===== src/rtl/wb_cmd_initiator.sv =====
// Single-outstanding Wishbone classic master: one bus cycle per command,
// response returned on a valid/ready port, with an optional no-ack timeout.
module wb_cmd_initiator #(
  parameter int unsigned     TO_W    = 16,
  parameter logic [TO_W-1:0] TIMEOUT = TO_W'(255)
) (
  input  logic        wb_clk_i,
  input  logic        wb_rst_i,
  input  logic        cmd_valid,
  output logic        cmd_ready,
  input  logic        cmd_we,
  input  logic [31:0] cmd_adr,
  input  logic [31:0] cmd_dat,
  input  logic [3:0]  cmd_sel,
  output logic        rsp_valid,
  input  logic        rsp_ready,
  output logic [31:0] rsp_dat,
  output logic        rsp_err,
  output logic [31:0] wb_adr_o,
  output logic [31:0] wb_dat_o,
  output logic [3:0]  wb_sel_o,
  output logic        wb_we_o,
  output logic        wb_cyc_o,
  output logic        wb_stb_o,
  input  logic        wb_ack_i,
  input  logic [31:0] wb_dat_i
);

  localparam logic [TO_W-1:0] TO_LAST = TIMEOUT - TO_W'(1);
  localparam bit              TO_EN   = (TIMEOUT != '0);

  typedef enum logic [1:0] {ST_IDLE, ST_BUS, ST_RESP} state_e;

  state_e          state_q, state_d;
  logic [TO_W-1:0] cnt_q, cnt_d;
  logic            rsp_valid_q, rsp_valid_d;
  logic [31:0]     rsp_dat_q, rsp_dat_d;
  logic            rsp_err_q, rsp_err_d;
  logic [31:0]     adr_q, adr_d;
  logic [31:0]     dat_q, dat_d;
  logic [3:0]      sel_q, sel_d;
  logic            we_q, we_d;
  logic            stb_q, stb_d;
  logic            to_hit;

  // Abort on the last permitted strobe cycle unless an ack arrives in it.
  assign to_hit = TO_EN && (cnt_q == TO_LAST);

  // Ready is a state decode, held low for the whole reset assertion.
  assign cmd_ready = (state_q == ST_IDLE) && !wb_rst_i;

  always_ff @(posedge wb_clk_i) begin
    if (wb_rst_i) state_q <= ST_IDLE;
    else          state_q <= state_d;
  end

  always_comb begin
    state_d = state_q;
    unique case (state_q)
      ST_IDLE: if (cmd_valid)            state_d = ST_BUS;
      ST_BUS:  if (wb_ack_i || to_hit)   state_d = ST_RESP;
      ST_RESP: if (rsp_ready)            state_d = ST_IDLE;
      default:                           state_d = ST_IDLE;
    endcase
  end

  always_comb begin
    cnt_d       = cnt_q;
    rsp_valid_d = rsp_valid_q;
    rsp_dat_d   = rsp_dat_q;
    rsp_err_d   = rsp_err_q;
    adr_d       = adr_q;
    dat_d       = dat_q;
    sel_d       = sel_q;
    we_d        = we_q;
    stb_d       = stb_q;
    unique case (state_q)
      ST_IDLE: begin
        if (cmd_valid) begin
          adr_d = cmd_adr;
          dat_d = cmd_dat;
          sel_d = cmd_sel;
          we_d  = cmd_we;
          stb_d = 1'b1;
          cnt_d = '0;
        end
      end
      ST_BUS: begin
        if (wb_ack_i) begin
          rsp_dat_d   = we_q ? 32'h0 : wb_dat_i;
          rsp_err_d   = 1'b0;
          rsp_valid_d = 1'b1;
          stb_d       = 1'b0;
        end else if (to_hit) begin
          rsp_dat_d   = 32'h0;
          rsp_err_d   = 1'b1;
          rsp_valid_d = 1'b1;
          stb_d       = 1'b0;
        end else if (cnt_q != '1) begin
          cnt_d = cnt_q + TO_W'(1);
        end
      end
      ST_RESP: begin
        if (rsp_ready) rsp_valid_d = 1'b0;
      end
      default: begin
        rsp_valid_d = 1'b0;
        stb_d       = 1'b0;
      end
    endcase
  end

  // Single strobe flop drives both cyc and stb so they always move together.
  always_ff @(posedge wb_clk_i) begin
    if (wb_rst_i) begin
      cnt_q       <= '0;
      rsp_valid_q <= 1'b0;
      rsp_dat_q   <= 32'h0;
      rsp_err_q   <= 1'b0;
      adr_q       <= 32'h0;
      dat_q       <= 32'h0;
      sel_q       <= 4'h0;
      we_q        <= 1'b0;
      stb_q       <= 1'b0;
    end else begin
      cnt_q       <= cnt_d;
      rsp_valid_q <= rsp_valid_d;
      rsp_dat_q   <= rsp_dat_d;
      rsp_err_q   <= rsp_err_d;
      adr_q       <= adr_d;
      dat_q       <= dat_d;
      sel_q       <= sel_d;
      we_q        <= we_d;
      stb_q       <= stb_d;
    end
  end

  assign rsp_valid = rsp_valid_q;
  assign rsp_dat   = rsp_dat_q;
  assign rsp_err   = rsp_err_q;
  assign wb_adr_o  = adr_q;
  assign wb_dat_o  = dat_q;
  assign wb_sel_o  = sel_q;
  assign wb_we_o   = we_q;
  assign wb_cyc_o  = stb_q;
  assign wb_stb_o  = stb_q;

endmodule


===== config.mk =====
export PLATFORM = sky130hd
export DESIGN_NAME = wb_cmd_initiator
export DESIGN_NICKNAME = d
export VERILOG_FILES = /design/src/rtl/wb_cmd_initiator.sv
export SDC_FILE = /design/constraint.sdc
export NUM_CORES = 1
export LEC_CHECK = 0
export ABC_CLOCK_PERIOD_IN_PS = 2000
export CAP_MARGIN = 10
export CORE_MARGIN = 8
export CORE_UTILIZATION = 37
export CTS_BUF_LIST = sky130_fd_sc_hd__clkbuf_8 sky130_fd_sc_hd__clkbuf_16
export CTS_CLUSTER_SIZE = 28
export DETAILED_ROUTE_END_ITERATION = 7
export GPL_ROUTABILITY_DRIVEN = 1
export GPL_TIMING_DRIVEN = 0
export PLACE_DENSITY = 0.86
export SETUP_SLACK_MARGIN = 0.1
export SYNTH_ARGS = -nofsm -noshare
export SYNTH_HDL_FRONTEND = slang
export SYNTH_SLANG_ARGS = --single-unit

===== constraint.sdc =====
create_clock -name wb_clk_i -period 2 [get_ports wb_clk_i]
set_clock_uncertainty 0.2 [all_clocks]
set_input_delay 0.4 -clock wb_clk_i [delete_from_list [all_inputs] [get_ports wb_clk_i]]
set_output_delay 0.4 -clock wb_clk_i [all_outputs]
set_load 0.05 [all_outputs]

# [Word-level counts from Yosys, hierarchy flattened]
# Cells that the tools add are included.
[totals] out_inout_bits=106 input_bits=106 wordCells=57 regBits=122
[op_classes] bitwise=2 n_eq_ne=11 n_mux=21 n_reduce_logical=12 add_sub_neg=1
[op_table] cell="$mux 32" count=3
[op_table] cell="$mux 16" count=4
[op_table] cell="$pmux 16 s2" count=1
[op_table] cell="$add 16x1->16 const B" count=1
[op_table] cell="$eq 16x8->1 const B" count=1
[op_table] cell="$ne 16x16->1 const B" count=1
[op_table] cell="$ne 2x2->1 const B" count=6
[op_table] cell="$reduce_and 3->1" count=3
[op_table] cell="$mux 1" count=7
[op_table] cell="$mux 2" count=3
[op_table] cell="$pmux 1 s3" count=2
[op_table] cell="$pmux 2 s3" count=1
[op_table] cell="$reduce_and 5->1" count=1
[op_table] cell="$reduce_and 2->1" count=2
[op_table] cell="$reduce_bool 2->1" count=2
[op_table] cell="$ne 3x3->1 const B" count=1
[op_table] cell="$eq 2x1->1 const B" count=1
[op_table] cell="$eq 2x2->1 const B" count=1
[op_table] cell="$logic_not 2->1" count=1
[op_table] cell="$not 1->1" count=2
[op_table] cell="$logic_and 1x1->1" count=1
[op_table] cell="$logic_not 1->1" count=1
[op_table] cell="$logic_or 1x1->1" count=1

# [Longest topological paths before layout]
# Gate-level depths: netlist of the first run.
[logic_depth] depth_word=5 ltp_mapped=8 mapped_depth_nobuf=7

# [Least setup slack after synthesis of the first run]
# Ideal clock, no wire load.
[synth_path] path_kind="input to output" startpoint="in wb_rst_i" endpoint="out cmd_ready" t_required_ns=1.400 arrival_time_ns=1.801 n_path_buf=2 slack_ns=-0.401 cell_stages=3 path_cell_list="clkbuf_1 clkbuf_1 nor3_1"
[synth_via] elab_chain_cells=2
[synth_rtl] item="start: declaration" line_no="8" text="input logic wb_rst_i,"
[synth_rtl] item="$logic_not 1->1" line_no="50" text="assign cmd_ready = (state_q == ST_IDLE) && !wb_rst_i;"
[synth_rtl] item="$logic_and 1x1->1" line_no="50"
[synth_rtl] item="end: declaration" line_no="10" text="output logic cmd_ready,"
# No other way between the ends.

# [Worst setup path after layout of the first run]
[layout_path] startpoint="reg cnt_q[0]" endpoint="reg rsp_dat_q[19], in the netlist rsp_dat[19]"
[layout_via] elab_chain_cells=3
[layout_rtl] item="start: declaration" line_no="35" text="logic [TO_W-1:0] cnt_q, cnt_d;"
[layout_rtl] item="start signal: assignment" line_no="126" text="cnt_q <= cnt_d;"
[layout_rtl] item="$eq 16x8->1" line_no="47" text="assign to_hit = TO_EN && (cnt_q == TO_LAST);"
[layout_rtl] item="$reduce_bool 2->1 (no source line)"
[layout_rtl] item="$reduce_and 2->1 (no source line)"
[layout_rtl] item="end signal: assignment" line_no="128" text="rsp_dat_q <= rsp_dat_d;"
[layout_rtl] item="end: declaration" line_no="37" text="logic [31:0] rsp_dat_q, rsp_dat_d;"
# No other way between the ends.
# A chain may end at the register's enable or synchronous reset.

==> summary.md, run 1 <==
| Metric | Value |
|---|---|
| Most common cell in the synthesized netlist | nand2_1 |
| Final instance area | 8000 µm² |
| Die height | 128 µm |
| Worst Reg-to-Reg Cells | 9 |
| Syn-to-layout area delta | 71.5% |
| Path type of the worst setup path | register to register |
| Synth cell types | 45 |
| Top routing layer used | met4 |
| Worst slack, placed | -0.569 ns |
| Crit-path max FO | 5 |
| Setup TNS | -2.93 ns |
| CP peak stage delay | 0.33 ns |
| Fmax | 472 MHz |
| Int Pwr | 4.99 mW |
| Hold Crit Depth | 2 |
| Final GP Congestion | 0.892 |
| Post-DP HPWL | 12,100 µm |
| CTS Buf Count | 17 |
| Clock group share of total power | 41.8% |
| Peak supply drop | 545 µV |
| Core ar. | 12,500 µm² |
| Commonest cells post-synth | 146 x nand2_1, 122 x dfxtp_1, 79 x a21oi_1 |
| IO Port Bufs | 210 |
| Row cnt | 41 |
| Max_cap viols | 0 |
| Ports | 212 |
| Post-synth top flop | dfxtp_1 |
| Cell area power density | 877 nW/µm² |
| Sink Count | 122 |
| Total die area | 16,400 µm² |
| Count of pins over their slew limit | 0 |
| First-pass GRT wire length | 27,400 µm |
| Synth top area share | 52.4% |
| Slowest CP cell | dfxtp_2 |
| Period minus WS final | 2.12 ns |
| Residual DRC count | 0 |
| Post-synth net total | 661 |
| CTS tree | yes |
| Clock network latency to the later pin of the worst-skew pair | 0.42 ns |
| Pleak | 3.12 nW |
| Worst-Margin Slew | 0.800 ns |
| Gate Count Post-Synth | 553 |
| Vias per cell | 5.19 |
| Fill cells | 1,040 |
| Status | complete, but fails checks |
| Worst R2R Setup Slack | -0.12 ns |
| GRT Util Overall | 21.5% |
| GR Overflow Total | 0 |
| Crit path cell chain | inv_2 -> ha_4 -> nor4b_4 -> buf_4 -> and4_4 -> o21ai_4 -> buf_6 -> a22oi_2 -> nor2_1 |
| Clk root buf | clkbuf_16 |
| Pin count of the biggest net entering global routing | 17 |
| ANT nets after route | 0 |
| Syn avg cell area | 8.43 µm² |
| CTS Hold Bufs | 0 |
| Final #Nets | 911 |
| FF+latch count, synth | 122 |
| Fraction of registers with async set/reset | 0% |
| Vias in the first global route | 5,136 |
| Worst hold-check path type | register to register |
| DP Area | 7010 µm² |
| Layout cells sized above 1 | 26.4% |
| WL met1 | 6930 µm |
| Synth Cell Area | 4660 µm² |
| Crit Reg-Reg Startpoint | cnt_q[0] |
| Share of the clock period used by the worst path | 106% |
| CP arrival | 2.20 ns |
| Fin. Hold Viols | 0 |
| Cell taking the most area after synthesis | dfxtp_1 |
| Pre-antenna DRT Iters | 8 |
| Worst Setup End Kind | register |
| RSZ-0062 raised after global routing | true |
| Worst Hold Path EP | wb_dat_o[21] |
| Final antenna diode count | 0 |
| DR WL met2 | 9170 µm |
| Comb power frac | 20.6% |
| Clock transition at the registers of the reported paths | 0.06 ns |
| DRT Wirelength | 18,000 µm |
| Post-synth EDFFs | 0 |
| Failing checks | negative setup slack |
| Post-layout worst setup margin | -0.118 ns |
| Via count | 5,100 |
| DRT iter0 DRCs | 246 |
| Final Setup Violations | 47 |
| Worst slew margin | 46.7% |
| Worst R2R End | rsp_dat[19] |
| Psw | 2.02 mW |
| Startpoint types | register |
| H-Tree Depth | 4 |
| Largest cells by area after synthesis | dfxtp_1 52%, nand2_1 12%, a21oi_1 8.5%, a22oi_1 5.2%, nor2_1 3.3% |
| Synth warn | 0 |
| Initial Util | 37.4% |
| WP data required | 2.08 ns |
| Max clock buf depth | 2 |
| Seq/Total Area, Yosys | 52.4% |
| DIE WIDTH | 128 µm |
| Min-delay src | wb_dat_o[21] |
| WL per Instance | 18.3 µm |
| Initial antenna violation count | 0 |
| Sequential Power Share | 37.6% |
| Switching share of total power | 28.9% |
| Met3 wire len | 1410 µm |
cell type report:
cell class,count,area [µm²],share of cell area [%]
flip-flops and latches,122,2460,30.8
clock buffers,21,480,6.01
inverters,4,15.0,0.188
multi-input cells,383,2440,30.5
plain buffers,45,259,3.24
well taps,172,215,2.69
clock inverters,6,76.3,0.955
repair buffers,230,2050,25.7
flip-flops by register name, indices dropped and copies added (netlist names):
signal	cells
cnt_q	16
rsp_dat	32
rsp_err	1
rsp_valid	1
state_q	2
wb_adr_o	32
wb_cyc_o	1
wb_dat_o	32
wb_sel_o	4
wb_we_o	1
cells by family after synthesis:
group / synth area share, %
mux: 0.322
simple gates: 21.1
fa+ha+maj: 0.537
buf+inv: 4.59
compound gates: 21.0
flops: 52.4
cells in the final DEF, fill, tap and decap left out, types with 3 or more instances in the layout:
cell type	synthesis	routed
a211oi_1	3	3
a21oi_1	79	77
a22oi_2	0	31
a31oi_1	5	4
and2_1	4	4
and3_1	5	5
buf_1	4	5
buf_4	2	16
buf_6	2	13
clkbuf_1	31	14
clkbuf_16	0	17
clkbuf_2	0	56
clkbuf_4	0	5
clkbuf_8	0	4
clkdlybuf4s15_1	0	37
clkdlybuf4s15_2	0	13
clkdlybuf4s50_1	0	103
dfxtp_1	122	111
dfxtp_2	0	10
dlygate4sd2_1	0	10
inv_1	4	6
nand2_1	146	144
nand3_1	4	4
nand4_1	7	7
nor2_1	41	39
nor3_4	0	3
o21ai_0	5	3
o311ai_2	0	3
o311ai_4	0	3
o41ai_2	0	5
worst max-delay path by stage:
| stage | startpoint | end | slack, ns |
|---|---|---|---|
| 2_1_floorplan | cnt_q[1] | cnt_q[1] | 0.12 |
| 4_1_cts | cnt_q[0] | rsp_dat[17] | -0.03 |
| 6_report | cnt_q[0] | rsp_dat[19] | -0.12 |
| 3_3_place_gp | cmd_valid | wb_adr_o[30] | -0.57 |
| 5_1_grt | cnt_q[0] | cnt_q[2] | -0.17 |
| 3_5_place_dp | cmd_valid | cnt_q[9] | -0.57 |
layer usage:
layer  vias up  global-route usage (%)
met1      2430                    23.3
met5         -                       0
met4         0                    12.0
met2       210                    36.1
li1       2418                       -
met3        42                    7.15
power groups by stage:
stage / combinational, mW / clock (mW) / sequential (mW)
2_1_floorplan: 0.365 / 0 / 3.10
3_3_place_gp: 1.36 / 0 / 2.68
3_5_place_dp: 1.38 / 0 / 2.68
4_1_cts: 1.42 / 2.97 / 2.63
5_1_grt: 1.53 / 3.09 / 2.65
6_report: 1.44 / 2.93 / 2.64
metrics by stage:
step | util, % | std cells | total power, mW | hold WS (ns)
2_1_floorplan | - | 553 | 3.46 | 0.242
3_3_place_gp | 56.2 | 935 | 4.04 | 0.241
3_5_place_dp | 56.2 | 935 | 4.06 | 0.246
4_1_cts | 64.1 | 978 | 7.02 | 0.250
5_1_grt | 64.1 | 983 | 7.27 | 0.264
6_report | 64.1 | 983 | 7.01 | 0.249
critical path: cells and delay by family (launching register included):
family                     cells  cell delay [ns]
adders and majority gates      1             0.13
DFF                            1             0.33
buffers and inverters          3             0.42
AOI/OAI and AO/OA              2             0.27
and+or+nand+nor                3             0.61
what timing repair did:
action | 4_1_cts | 5_1_grt
setup endpoints to repair | 225 | 134
buffers inserted | 11 | 5
resized for setup | 282 | 119
cloned | 5 | 0
pin swaps | 18 | 9
Power figures use the tool's default switching activity.
==> run 2, diff against run 1 <==
CORE_ASPECT_RATIO = 1.75   (was unset)
==> run 2 against run 1 <==
Against the previous run: worst hold slack gained 0.0026 ns; sequential power is essentially flat; the flow still finishes with violations (negative setup slack); routed wire length shrank 0.14%; die area grew 0.86%; critical path type unchanged; clock power grew 5%; via count grew 0.53%; count of clock-buffer cells in the layout shrank 4.
==> summary.md, run 2 (synthesis results as in run 1) <==
| Metric | Value |
|---|---|
| CP peak stage delay | 0.32 ns |
| Path type of the worst setup path | register to register |
| Slowest CP cell | dfxtp_2 |
| H-Tree Depth | 4 |
| Final antenna diode count | 0 |
| Startpoint types | register |
| Post-DP HPWL | 12,300 µm |
| Hold Crit Depth | 2 |
| Max clock buf depth | 2 |
| WP data required | 2.11 ns |
| Worst Setup End Kind | register |
| Final core utilization | 64.8% |
| Layout cells sized above 1 | 21.6% |
| Final Setup Violations | 11 |
| GRT Util Overall | 20.7% |
| Gr busiest metal | met2 |
| Die height | 164 µm |
| Status | complete, but fails checks |
| Worst hold-check path type | register to register |
| Pin count of the biggest net entering global routing | 17 |
| Crit path cell chain | inv_2 -> ha_4 -> nor4b_4 -> a41oi_4 -> a21oi_4 -> buf_6 -> nor3_2 -> o32ai_2 |
| Syn-to-layout area delta | 72.0% |
| Clock transition at the registers of the reported paths | 0.06 ns |
| Count of pins over their slew limit | 0 |
| Clk root buf | clkbuf_16 |
| ANT nets after route | 0 |
| CP arrival | 2.17 ns |
| Peak supply drop | 776 µV |
| Initial antenna violation count | 0 |
| Fin. Hold Viols | 0 |
| Worst slew margin | 32.1% |
| Vias in the first global route | 5,144 |
| Worst R2R End | cnt_q[13] |
| First-pass GRT wire length | 26,800 µm |
| Sink Count | 122 |
| Met2 Use GR | 39.1% |
| Failing checks | negative setup slack |
| Crit Reg-Reg Startpoint | cnt_q[0] |
| Cell area power density | 885 nW/µm² |
| Clock network latency to the later pin of the worst-skew pair | 0.40 ns |
| CTS Hold Bufs | 0 |
| Via count | 5,127 |
| Fmax | 485 MHz |
| DRT iter0 DRCs | 241 |
| RSZ-0062 raised after global routing | true |
| Commonest non-fill, non-tap cell in the layout | nand2_1 |
| DRT Wirelength | 18,000 µm |
| Row cnt | 54 |
| Worst Reg-to-Reg Cells | 8 |
| Max_cap viols | 0 |
| Final GP Congestion | 0.898 |
| Post-layout worst setup margin | -0.0598 ns |
| Initial Util | 37.7% |
| Period minus WS final | 2.06 ns |
| IO Port Bufs | 210 |
| Worst R2R Setup Slack | -0.06 ns |
| Met1 usage in global routing | 19.0% |
| Most frequent cells in the layout | 145 x nand2_1, 106 x dfxtp_1, 104 x clkdlybuf4s50_1 |
| Pre-antenna DRT Iters | 5 |
| Share of the clock period used by the worst path | 103% |
| CTS Buf Count | 17 |
| Ports | 212 |
| Worst Hold Path EP | wb_dat_o[28] |
| Total die area | 16,600 µm² |
| Residual DRC count | 0 |
| Final #Nets | 910 |
| Grt met3 use | 5.78% |
| Pleak | 3.16 nW |
| Crit-path max FO | 5 |
| Core ar. | 12,400 µm² |
| Min-delay src | wb_dat_o[28] |
| CTS tree | yes |
| DIE WIDTH | 101 µm |
| Setup TNS | -0.395 ns |
| WL per Instance | 18.3 µm |
| Worst setup startpoint | cnt_q[0] |
| Vias per cell | 5.22 |
| Worst-Margin Slew | 1.02 ns |
| GR Overflow Total | 0 |
==> run 2: cell types whose count changed in the layout (fill, tap and decap cells not counted), moves of 3 or more <==
cell	previous run	this run
clkdlybuf4s15_2	13	3
inv_6	0	4
o311ai_4	3	7
clkinv_4	0	5
buf_6	13	9
dfxtp_1	111	106
a22oi_2	31	1
dlygate4sd2_1	10	14
dfxtp_4	1	5
clkbuf_2	56	40
clkbuf_8	4	0
a22oi_1	1	31
buf_2	2	5
clkdlybuf4s15_1	37	56
==> run 2: stage by stage <==
stage                     setup WS (ns)  hold slack, ns  total power, mW  cells  instance area [µm²]
final                           -0.0598           0.252             7.09    983                 8020
after CTS                      -0.00605           0.251             7.10    972                 7900
after floorplan                   0.121           0.242             3.46    553                 4690
after detailed placement         -0.596           0.246             4.05    931                 7000
after global placement           -0.598           0.240             4.04    931                 7000
after global routing             -0.115           0.269             7.33    983                 8020
==> run 2: where the power goes <==
group	total [mW]	internal (mW)	switching [mW]
Clock	3.07	1.86	1.21
Combinational	1.40	0.484	0.913
Sequential	2.62	2.55	0.0683
Total	7.09	4.90	2.20
==> run 2: how the worst max path moves through the flow <==
stage / endpoint / slack [ns] / cells past startpoint
2_1_floorplan: cnt_q[1] / 0.12 / 6
3_3_place_gp: wb_dat_o[31] / -0.60 / 6
3_5_place_dp: wb_dat_o[31] / -0.60 / 6
4_1_cts: cnt_q[13] / -0.006 / 8
5_1_grt: cnt_q[13] / -0.12 / 8
6_report: cnt_q[13] / -0.06 / 8
==> run 2: critical path: cells and delay by family (launching register included) <==
kind / cells / cell delay [ns]
buffers and inverters: 2 / 0.27
AOI/OAI and AO/OA: 3 / 0.71
DFF: 1 / 0.32
adders and majority gates: 1 / 0.13
and+or+nand+nor: 2 / 0.33
==> run 2: final cells by class <==
class	instances	area, µm²
sequential	122	2470
inverter	4	15.0
buffer	45	268
fill	953	4350
clock inverter	15	166
tap	168	210
timing repair buffer	230	2110
clock buffer	17	425
multi-input combinational	382	2350
==> run 2: per-layer routing <==
layer / vias up / wire length, µm / part of all wire (%)
met5: - / 0 / 0
met3: 55 / 1190 / 6.6
met2: 224 / 9670 / 54
met1: 2415 / 6290 / 35
met4: 0 / 825 / 4.6
li1: 2433 / - / -
==> run 2: timing repair <==
item,4_1_cts,5_1_grt
hold endpoints to repair,0,0
pin swaps,26,13
endpoints found under the setup margin,226,170
gates cloned,1,1
setup buffers,8,11
resized for setup,227,132
